`src/rtl/spi_pkg.sv`:
```
// Shared types and constants for the SPI master transmit path.
//   DEFAULT_FRAME_BITS : default word length shared with the SPI slave
//   spi_state_t        : master FSM states
//   spi_word_t         : one frame word at the default length
package spi_pkg;

    localparam int unsigned DEFAULT_FRAME_BITS = 32;

    typedef enum logic [1:0] {
        IDLE,
        LOW,
        HIGH,
        GAP
    } spi_state_t;

    typedef logic [DEFAULT_FRAME_BITS-1:0] spi_word_t;

endpackage

```
`src/rtl/spi_sck_gen.sv`:
```
// SPI clock generator: divides clk into sck half-periods of CLK_DIV cycles.
// Ports:
//   clk       in   system clock
//   reset     in   asynchronous active-low reset
//   start     in   frame accepted; restart the divider with sck low
//   run       in   frame in progress (FSM in LOW or HIGH)
//   sck       out  registered SPI clock, idles low
//   rise_tick out  high in the cycle whose closing clk edge raises sck
//   fall_tick out  high in the cycle whose closing clk edge lowers sck
module spi_sck_gen #(
    parameter int unsigned CLK_DIV = 4
) (
    input  logic clk,
    input  logic reset,
    input  logic start,
    input  logic run,
    output logic sck,
    output logic rise_tick,
    output logic fall_tick
);

    localparam int unsigned DW = (CLK_DIV > 1) ? $clog2(CLK_DIV) : 1;
    localparam logic [DW-1:0] DIV_LAST = DW'(CLK_DIV - 1);

    logic [DW-1:0] div_cnt_q, div_cnt_d;
    logic          sck_q, sck_d;
    logic          div_done;

    always_comb begin
        div_done  = run && (div_cnt_q == DIV_LAST);
        // Strobes lead the sck edge by one cycle so the FSM acts on the same edge.
        rise_tick = div_done && !sck_q;
        fall_tick = div_done && sck_q;

        div_cnt_d = div_cnt_q;
        sck_d     = sck_q;
        if (start || !run) begin
            div_cnt_d = '0;
            sck_d     = 1'b0;
        end else if (div_done) begin
            div_cnt_d = '0;
            sck_d     = !sck_q;
        end else begin
            div_cnt_d = div_cnt_q + DW'(1);
        end
    end

    always_ff @(posedge clk or negedge reset) begin
        if (!reset) begin
            div_cnt_q <= '0;
            sck_q     <= 1'b0;
        end else begin
            div_cnt_q <= div_cnt_d;
            sck_q     <= sck_d;
        end
    end

    assign sck = sck_q;

endmodule

```
`src/rtl/spi_master_tx.sv`:
```
// SPI master: sends FRAME_BITS-bit words MSB-first on sdo and captures the
// word returned on sdi. sck idles low, sdo changes after sck falls, sdi is
// sampled as sck rises; no chip-select, frames are delimited by bit count.
// Ports:
//   clk       in   system clock
//   reset     in   asynchronous active-low reset
//   tx_data   in   word to send, sampled on acceptance
//   tx_valid  in   tx_data valid
//   tx_ready  out  a frame can be accepted
//   rx_data   out  last word received, held until the next frame completes
//   rx_valid  out  one-cycle pulse when rx_data updates
//   busy      out  frame or inter-frame gap in progress
//   sck       out  registered SPI clock
//   sdo       out  registered serial data to slave
//   sdi       in   serial data from slave
module spi_master_tx
    import spi_pkg::*;
#(
    parameter int unsigned CLK_DIV    = 4,
    parameter int unsigned FRAME_BITS = DEFAULT_FRAME_BITS,
    parameter int unsigned GAP_CYCLES = 8
) (
    input  logic                  clk,
    input  logic                  reset,
    input  logic [FRAME_BITS-1:0] tx_data,
    input  logic                  tx_valid,
    output logic                  tx_ready,
    output logic [FRAME_BITS-1:0] rx_data,
    output logic                  rx_valid,
    output logic                  busy,
    output logic                  sck,
    output logic                  sdo,
    input  logic                  sdi
);

    localparam int unsigned BW = $clog2(FRAME_BITS);
    localparam logic [BW-1:0] BIT_LAST = BW'(FRAME_BITS - 1);
    localparam int unsigned GW = (GAP_CYCLES > 1) ? $clog2(GAP_CYCLES) : 1;
    localparam logic [GW-1:0] GAP_LAST = GW'(GAP_CYCLES - 1);

    spi_state_t            state_q, state_d;
    logic [BW-1:0]         bit_cnt_q, bit_cnt_d;
    logic [GW-1:0]         gap_cnt_q, gap_cnt_d;
    logic [FRAME_BITS-1:0] tx_sr_q, tx_sr_d;
    logic [FRAME_BITS-1:0] rx_sr_q, rx_sr_d;
    logic [FRAME_BITS-1:0] rx_data_q, rx_data_d;
    logic                  rx_valid_q, rx_valid_d;
    logic                  tx_ready_q, tx_ready_d;

    logic accept;
    logic run;
    logic rise_tick;
    logic fall_tick;

    assign accept = tx_valid && tx_ready_q;
    assign run    = (state_q == LOW) || (state_q == HIGH);

    spi_sck_gen #(
        .CLK_DIV(CLK_DIV)
    ) u_sck_gen (
        .clk      (clk),
        .reset    (reset),
        .start    (accept),
        .run      (run),
        .sck      (sck),
        .rise_tick(rise_tick),
        .fall_tick(fall_tick)
    );

    always_comb begin
        state_d    = state_q;
        bit_cnt_d  = bit_cnt_q;
        gap_cnt_d  = gap_cnt_q;
        tx_sr_d    = tx_sr_q;
        rx_sr_d    = rx_sr_q;
        rx_data_d  = rx_data_q;
        rx_valid_d = 1'b0;

        case (state_q)
            IDLE: begin
                if (accept) begin
                    tx_sr_d   = tx_data;
                    bit_cnt_d = '0;
                    state_d   = LOW;
                end
            end
            LOW: begin
                if (rise_tick) begin
                    rx_sr_d = {rx_sr_q[FRAME_BITS-2:0], sdi};
                    state_d = HIGH;
                end
            end
            HIGH: begin
                if (fall_tick) begin
                    if (bit_cnt_q != BIT_LAST) begin
                        tx_sr_d   = {tx_sr_q[FRAME_BITS-2:0], 1'b0};
                        bit_cnt_d = bit_cnt_q + BW'(1);
                        state_d   = LOW;
                    end else begin
                        // Last bit stays on sdo through the gap.
                        rx_data_d  = rx_sr_q;
                        rx_valid_d = 1'b1;
                        gap_cnt_d  = '0;
                        state_d    = GAP;
                    end
                end
            end
            GAP: begin
                if (gap_cnt_q == GAP_LAST) begin
                    state_d = IDLE;
                end else begin
                    gap_cnt_d = gap_cnt_q + GW'(1);
                end
            end
            default: state_d = IDLE;
        endcase

        // Registered so tx_ready stays low while reset is asserted.
        tx_ready_d = (state_d == IDLE);
    end

    always_ff @(posedge clk or negedge reset) begin
        if (!reset) begin
            state_q    <= IDLE;
            bit_cnt_q  <= '0;
            gap_cnt_q  <= '0;
            tx_sr_q    <= '0;
            rx_sr_q    <= '0;
            rx_data_q  <= '0;
            rx_valid_q <= 1'b0;
            tx_ready_q <= 1'b0;
        end else begin
            state_q    <= state_d;
            bit_cnt_q  <= bit_cnt_d;
            gap_cnt_q  <= gap_cnt_d;
            tx_sr_q    <= tx_sr_d;
            rx_sr_q    <= rx_sr_d;
            rx_data_q  <= rx_data_d;
            rx_valid_q <= rx_valid_d;
            tx_ready_q <= tx_ready_d;
        end
    end

    // MSB of the shift register is the bit currently on the wire.
    assign sdo      = tx_sr_q[FRAME_BITS-1];
    assign tx_ready = tx_ready_q;
    assign busy     = (state_q != IDLE);
    assign rx_data  = rx_data_q;
    assign rx_valid = rx_valid_q;

endmodule

```
`config.mk`:
```
export PLATFORM = sky130hd
export DESIGN_NAME = spi_master_tx
export DESIGN_NICKNAME = d
export VERILOG_FILES = /design/src/rtl/spi_pkg.sv /design/src/rtl/spi_sck_gen.sv /design/src/rtl/spi_master_tx.sv
export SDC_FILE = /design/constraint.sdc
export NUM_CORES = 1
export LEC_CHECK = 0
export ABC_AREA = 1
export CORE_MARGIN = 2
export CORE_UTILIZATION = 53
export DETAILED_ROUTE_END_ITERATION = 6
export PLACE_DENSITY_LB_ADDON = 0.15
export SYNTH_ARGS = -nofsm -noshare
export SYNTH_HDL_FRONTEND = slang
export SYNTH_HIERARCHICAL = 1
export SYNTH_SLANG_ARGS = --single-unit
```
`constraint.sdc`:
```
create_clock -name clk -period 2 [get_ports clk]
set_input_delay 0.2 -clock clk [delete_from_list [all_inputs] [get_ports clk]]
set_output_delay 0.2 -clock clk [all_outputs]
set_load 0.03 [all_outputs]
```
==> results.ini, run 1 <==
[floorplanning]
floorplan.initialDensity = 0.539
fp.dieArea_um2 = 9560
die_x_um = 97.8
placement_rows = 34
floorplan.io_pins = 73
die-height_um = 97.8
design.core.area_um2 = 8640

[layout]
drive_above_1_share = 0.0850
final_net_count = 605
insertedDiodeCount = 0
instances_no_fill = 673
area_growth_syn_to_layout_pct = 26.7
layout.filler_cells = 678

[logic_synthesis]
instance_count_of_the_mapped_netlist = 483
synth.lib_cells_used.distinct = 21
synth.avg_cell_area_um2 = 9.64
synth_fp_nets = 528
async_flop_share = 1.00
synth_warnings = 6
postSynthRegisterBits = 111
synth_ff_type = dfrtp_1
mappedNetlistArea_um2 = 4660
synth_sequential_area_ratio = 0.596
synth_edf_count = 0

[grt]
global_route.usage.total = 0.185
grt_pass1_wl_um = 14500
grt_max_degree = 75
grt_pass1_vias = 3210
grt.overflow.total = 0
initial_antenna_violation_count = 0

[clocking]
insertion_delay_ns = 0.37
tritoncts_clock_tree = done
clkSlewWorstSetupHoldPaths_ns = 0.10
cts_root_buffer = clkbuf_8
tritoncts_num_sinks = 111
cts-root-to-sink-buffers = 2
cts_max_level = 3
numCtsBuffers = 9

[timing]
slew_viol_final = 0
final_critical_path_setup_slack_ns = 0.0495
layout_worst_path_cycle_share = 0.975
setup_viol_count_final = 0
fin_setup_tns_ns = 0
maxClockFrequency_mhz = 513
total_count_of_hold_check_failures_in_the_final_report = 0
worst_slew_pin_slew_ns = 0.522
hold_ws_ns = 0.331
timing.final.crit_period_ns = 1.95
maxSlewHeadroom = 0.652
fin_skew_ns = 0.0129

[setup_path]
cp_data_required_time_ns = 2.26
cp_data_arrival_time_ns = 2.21
critical_path_class = flop to flop
critPathLaunchType = flop
timing.critical_path.to_type = flop
critPathMaxFanout = 5

[worst_hold_path]
worst_min_path_class = primary input to asynchronous set/reset pin

[power_and_ir_drop]
clock_power_share = 0.371
total_power_mw = 3.81
power.switching_fraction = 0.230
comb_power_share = 0.038
sw_power_mw = 0.877
ir_worst_vdd_v = 0.000411
power.internal_mw = 2.93
cellLeakagePower_nw = 2.56
sequential_cell_fraction_of_total_power = 0.591
cellPowerDensity_nw_per_um2 = 646

[placed_design]
count_of_buffers_inserted_at_the_top_level_ports = 72
dp.final_hpwl_um = 5570
place_inst = 646
dpl_worst_slack_ns = 0.166
place.gp.congestion = 0.818

[routing]
detail-route-antenna-nets = 0
drt_first_iter_violations = 161
drt_pre_antenna_iters = 4
avgViaCountPerCell = 5.12
route.detailed.drc = 0
routed-via-count = 3445
post_detailed_routing_wire_length_um = 9650
route.detailed.wl_per_inst_um = 14.3

[status]
status = finished clean

[flow_run]
timing.max_cap.violations = 0

-- flip-flops by register name (all words and copies together) (netlist names) --
register,count
rx_data,32
rx_sr_q,32
tx_sr_q,32
bit_cnt_q,5
gap_cnt_q,3
state_q,2
u_sck_gen/div_cnt_q,2
rx_valid,1
tx_ready,1
u_sck_gen/sck,1
-- layout make-up --
class / instances / area [µm²] / share of cell area
Sequential cell: 111 / 2780 / 0.471
Multi-Input combinational cell: 300 / 1610 / 0.273
Timing Repair Buffer: 89 / 982 / 0.166
Inverter: 49 / 184 / 0.0312
Tap cell: 108 / 135 / 0.0229
Clock buffer: 9 / 124 / 0.0210
Clock inverter: 7 / 90.1 / 0.0153
-- cells in the final DEF (no fill, tap or decap) --
cell	n
dlygate4sd3_1	1
clkinv_8	1
dlygate4sd2_1	1
nand3_2	1
clkinvlp_4	2
clkdlybuf4s50_1	70
nand3_1	8
o21ai_0	33
nor3_1	1
inv_6	2
clkbuf_8	9
mux2i_1	31
nand2_1	125
nand3b_1	1
o21ai_1	72
ha_1	7
buf_6	4
nand4_1	3
inv_1	45
or2_1	1
buf_4	5
bufinv_16	1
dfrtp_1	111
inv_8	1
ha_2	2
nand2_2	3
nand3_4	1
o21ai_4	1
a21oi_1	1
buf_12	4
clkbuf_16	4
nor2_2	3
nor2_1	6
inv_2	4
-- repair_timing --
item                                    4_1_cts  5_1_grt
pin swaps                                     0        1
hold endpoints to repair                     36        0
hold buffers                                  1        0
gates cloned                                  0        9
setup buffers                                 0        1
endpoints found under the setup margin        1       15
gates resized for setup                       1        7
-- stage by stage --
step                       util  instance area (µm²)
after floorplan               -                 4660
after global placement    0.635                 5490
after detailed placement  0.635                 5490
after CTS                 0.661                 5710
after global routing      0.683                 5900
final                     0.683                 5900
-- power groups by stage --
stage | sequential, mW | clock [mW] | combinational, mW
2_1_floorplan | 2.30 | 0 | 0.0247
3_3_place_gp | 2.30 | 0 | 0.147
3_5_place_dp | 2.30 | 0 | 0.149
4_1_cts | 2.25 | 1.45 | 0.151
5_1_grt | 2.25 | 1.53 | 0.165
6_report | 2.25 | 1.41 | 0.146
-- cell families after synthesis --
family | count (synthesis) | synth area share
simple gates | 152 | 0.129
flops | 111 | 0.596
compound gates | 107 | 0.115
buf+inv | 73 | 0.0688
mux | 31 | 0.0666
fa+ha+maj | 9 | 0.0242
-- worst max-delay path: stages, from the launching register on --
cell and delay [ns]:
dfrtp_1 0.44, ha_2 0.22, nand2_1 0.09, nor2_1 0.06, ha_1 0.19, inv_2 0.09
nand2_2 0.09, o21ai_4 0.10, nand3_4 0.20, clkbuf_16 0.22, nand2_1 0.08, o21ai_1 0.07
-- path summary, 6_finish.rpt --
kind,from,slack (ns),cells after the start,endpoint
max in group asynchronous,reset,0.99,3,rx_sr_q[6]
setup reg to reg,bit_cnt_q[0],0.05,11,bit_cnt_q[2]
setup / recovery,bit_cnt_q[0],0.05,11,bit_cnt_q[2]
hold reg to reg,u_sck_gen/div_cnt_q[0],0.45,1,u_sck_gen/div_cnt_q[0]
hold / removal,reset,0.33,2,u_sck_gen/div_cnt_q[0]
min in group clk,tx_data[0],0.40,3,tx_sr_q[0]
-- Yosys cell counts, types with 3 or more instances --
library cell	instances	area share
nand3_1	9	0.0097
nand2_1	128	0.10
dfrtp_1	111	0.60
clkbuf_1	11	0.0089
o21ai_0	33	0.035
nand4_1	3	0.0040
nor2_1	7	0.0056
mux2i_1	31	0.067
inv_2	4	0.0032
buf_4	5	0.0081
buf_2	4	0.0043
buf_6	3	0.0073
inv_1	45	0.036
ha_1	9	0.024
o21ai_1	73	0.078
-- routing by layer --
metal | global-route usage | wire length (µm) | vias to the layer above
li1 | - | - | 1719
met1 | 0.246 | 4490 | 1636
met2 | 0.298 | 4520 | 82
met3 | 0.0458 | 547 | 8
met4 | 0.0652 | 93 | 0
met5 | 0 | 0 | -
No activity file was read; power rests on OpenSTA's default activity.
==> run 2, diff against run 1 <==
CORE_UTILIZATION = 55   (was 53)
CTS_BUF_LIST = sky130_fd_sc_hd__clkbuf_2 sky130_fd_sc_hd__clkbuf_4 sky130_fd_sc_hd__clkbuf_8   (was unset)
==> run 2 against run 1 <==
Clock-buffer cell count is 2 higher. Sequential share of layout area is 1.3 points higher. Design area is 2.8% lower. Final cell count is 1.5% lower. Setup slack better by 0.099 ns. Critical path type unchanged. Critical endpoint is now tx_sr_q[28]. Largest cell class unchanged.
==> results.ini, run 2 (same netlist as run 1, synthesis figures left out) <==
[clocking]
cts-root-to-sink-buffers = 2  ; unchanged
clkSlewWorstSetupHoldPaths_ns = 0.10  ; about the same
cts_root_buffer = clkbuf_8
numCtsBuffers = 9  ; unchanged
tritoncts_clock_tree = done
insertion_delay_ns = 0.36  ; about the same
tritoncts_num_sinks = 111  ; unchanged
cts_max_level = 3  ; unchanged

[layout]
multi_input_comb_area_um2 = 1570  ; -2.3%
insertedDiodeCount = 0  ; unchanged
layout_commonest_cell = nand2_1
seq_area_um2 = 2780  ; unchanged
layout.filler_cells = 646  ; -4.7%
drive_above_1_share = 0.0663  ; -0.0186
post-route-util = 0.698  ; +0.0149
final_net_count = 598  ; -1.2%
commonest_cells_after_routing_fill_and_taps_aside = 127 x nand2_1, 111 x dfrtp_1, 73 x o21ai_1
area_growth_syn_to_layout_pct = 23.2

[timing]
maxClockFrequency_mhz = 540  ; +5.4%
total_count_of_hold_check_failures_in_the_final_report = 0  ; unchanged
maxSlewHeadroom = 0.735  ; +0.0835
worst_slew_pin_slew_ns = 0.397  ; -0.125 ns
timing.final.crit_period_ns = 1.85  ; -0.0994 ns
slew_viol_final = 0  ; unchanged
fin_skew_ns = 0.0109  ; -0.00201 ns
setup_viol_count_final = 0  ; unchanged
layout_worst_path_cycle_share = 0.926  ; -0.0497
fin_setup_tns_ns = 0  ; unchanged
hold_ws_ns = 0.343  ; +0.0119 ns

[floorplanning]
floorplan.initialDensity = 0.567  ; +0.0275
placement_rows = 33  ; -2.9%
fp.dieArea_um2 = 9220  ; -3.5%
die_x_um = 96.0  ; -1.8%
design.core.area_um2 = 8220  ; -4.9%
floorplan.io_pins = 73  ; unchanged
die-height_um = 96.0  ; -1.8%

[setup_path]
critical_path_class = flop to flop
cp_data_arrival_time_ns = 2.09  ; -0.12 ns
rrSetupSlack_ns = 0.15  ; +0.10 ns
cp_slowest_cell = dfrtp_1
critPathMaxFanout = 74  ; +69
cp_slowest_stage_delay_ns = 0.44  ; about the same
critical_path.most_common_cell = nand2_1
critPathLaunchType = flop
rr_worst_depth = 11  ; unchanged
timing.critical_path.to_type = flop
path_cells = ha_1 -> nand2_1 -> nor2_1 -> ha_1 -> inv_2 -> nand2_1 -> o21ai_1 -> nand3_2 -> buf_12 -> nand2_1 -> o21ai_1
worst_r2r_endpoint = tx_sr_q[28]
critical_path.reg2reg.startpoint = bit_cnt_q[0]
cp_data_required_time_ns = 2.24  ; -0.02 ns

[placed_design]
dp.final_hpwl_um = 5770  ; +3.6%
place.gp.congestion = 0.892  ; +9.1%
count_of_buffers_inserted_at_the_top_level_ports = 72  ; unchanged

[power_and_ir_drop]
ir_worst_vdd_v = 0.000524  ; +27%
cellLeakagePower_nw = 2.50  ; -2.5%
cellPowerDensity_nw_per_um2 = 638  ; -1.3%

[grt]
grt_pass1_vias = 3187  ; -0.72%
global_route.usage.total = 0.196  ; +0.0117
grt-busiest-layer = met2
initial_antenna_violation_count = 0  ; unchanged
grt_util_met3 = 0.0540  ; +0.00822
grt_max_degree = 75  ; unchanged
grt.overflow.total = 0  ; unchanged
grt.met2_usage = 0.331  ; +0.0329
grt_pass1_wl_um = 14200  ; -2.7%
use_met1 = 0.253  ; +0.00684

[routing]
drt_first_iter_violations = 175  ; +8.7%
detail-route-antenna-nets = 0  ; unchanged
drt_pre_antenna_iters = 4  ; unchanged
avgViaCountPerCell = 5.17  ; +0.95%
post_detailed_routing_wire_length_um = 8790  ; -9.0%
route.detailed.wl_per_inst_um = 13.3  ; -7.6%
route.detailed.drc = 0  ; unchanged
routed-via-count = 3426  ; -0.55%

[worst_hold_path]
worst_min_path_class = primary input to asynchronous set/reset pin

[flow_run]
timing.max_cap.violations = 0  ; unchanged

[status]
status = finished clean

-- run 2: where the power goes --
part           total (mW)  switching [mW]  internal [mW]
clock network        1.26           0.745          0.513
logic               0.149          0.0677         0.0816
registers            2.25         0.00298           2.25
total                3.66           0.816           2.84
-- run 2: cell type report --
cell class,count,share of cell area
clock buffers,11,0.0253
clock inverters,5,0.00720
inverters,49,0.0321
multi-input cells,299,0.274
flip-flops and latches,111,0.484
well taps,105,0.0229
repair buffers,83,0.154
-- run 2: timing repair --
action	CTS	global route
gates cloned	0	1
endpoints found under the hold margin	111	0
setup endpoints to repair	1	56
gates resized for setup	1	2
hold buffers	1	0
buffers inserted	0	1
-- run 2: layer usage --
layer | share of wire | vias up
met5 | 0 | -
met2 | 0.51 | 64
met4 | 0.0065 | 0
met1 | 0.44 | 1660
met3 | 0.043 | 6
li1 | - | 1696
-- run 2: worst max path at each step --
stage,start,endpoint
2_1_floorplan,state_q[1],tx_sr_q[31]
3_3_place_gp,bit_cnt_q[0],tx_sr_q[4]
3_5_place_dp,state_q[0],rx_data[14]
4_1_cts,state_q[0],rx_data[14]
5_1_grt,state_q[0],rx_data[0]
6_report,bit_cnt_q[0],tx_sr_q[28]
-- run 2: critical path, delay by kind of cell, from the launching register on --
kind	cells	cell delay, ns
flops	1	0.44
compound gates	2	0.18
simple gates	5	0.42
fa+ha+maj	2	0.41
buf+inv	2	0.29
-- run 2: per-stage QoR --
step	instance area [µm²]	power, mW	std cells	setup slack (ns)
3_5_place_dp	5500	2.45	644	0.105
6_report	5740	3.66	663	0.149
4_1_cts	5700	3.70	661	0.115
2_1_floorplan	4660	2.32	483	0.201
3_3_place_gp	5500	2.45	644	0.213
5_1_grt	5740	3.79	663	-0.00264
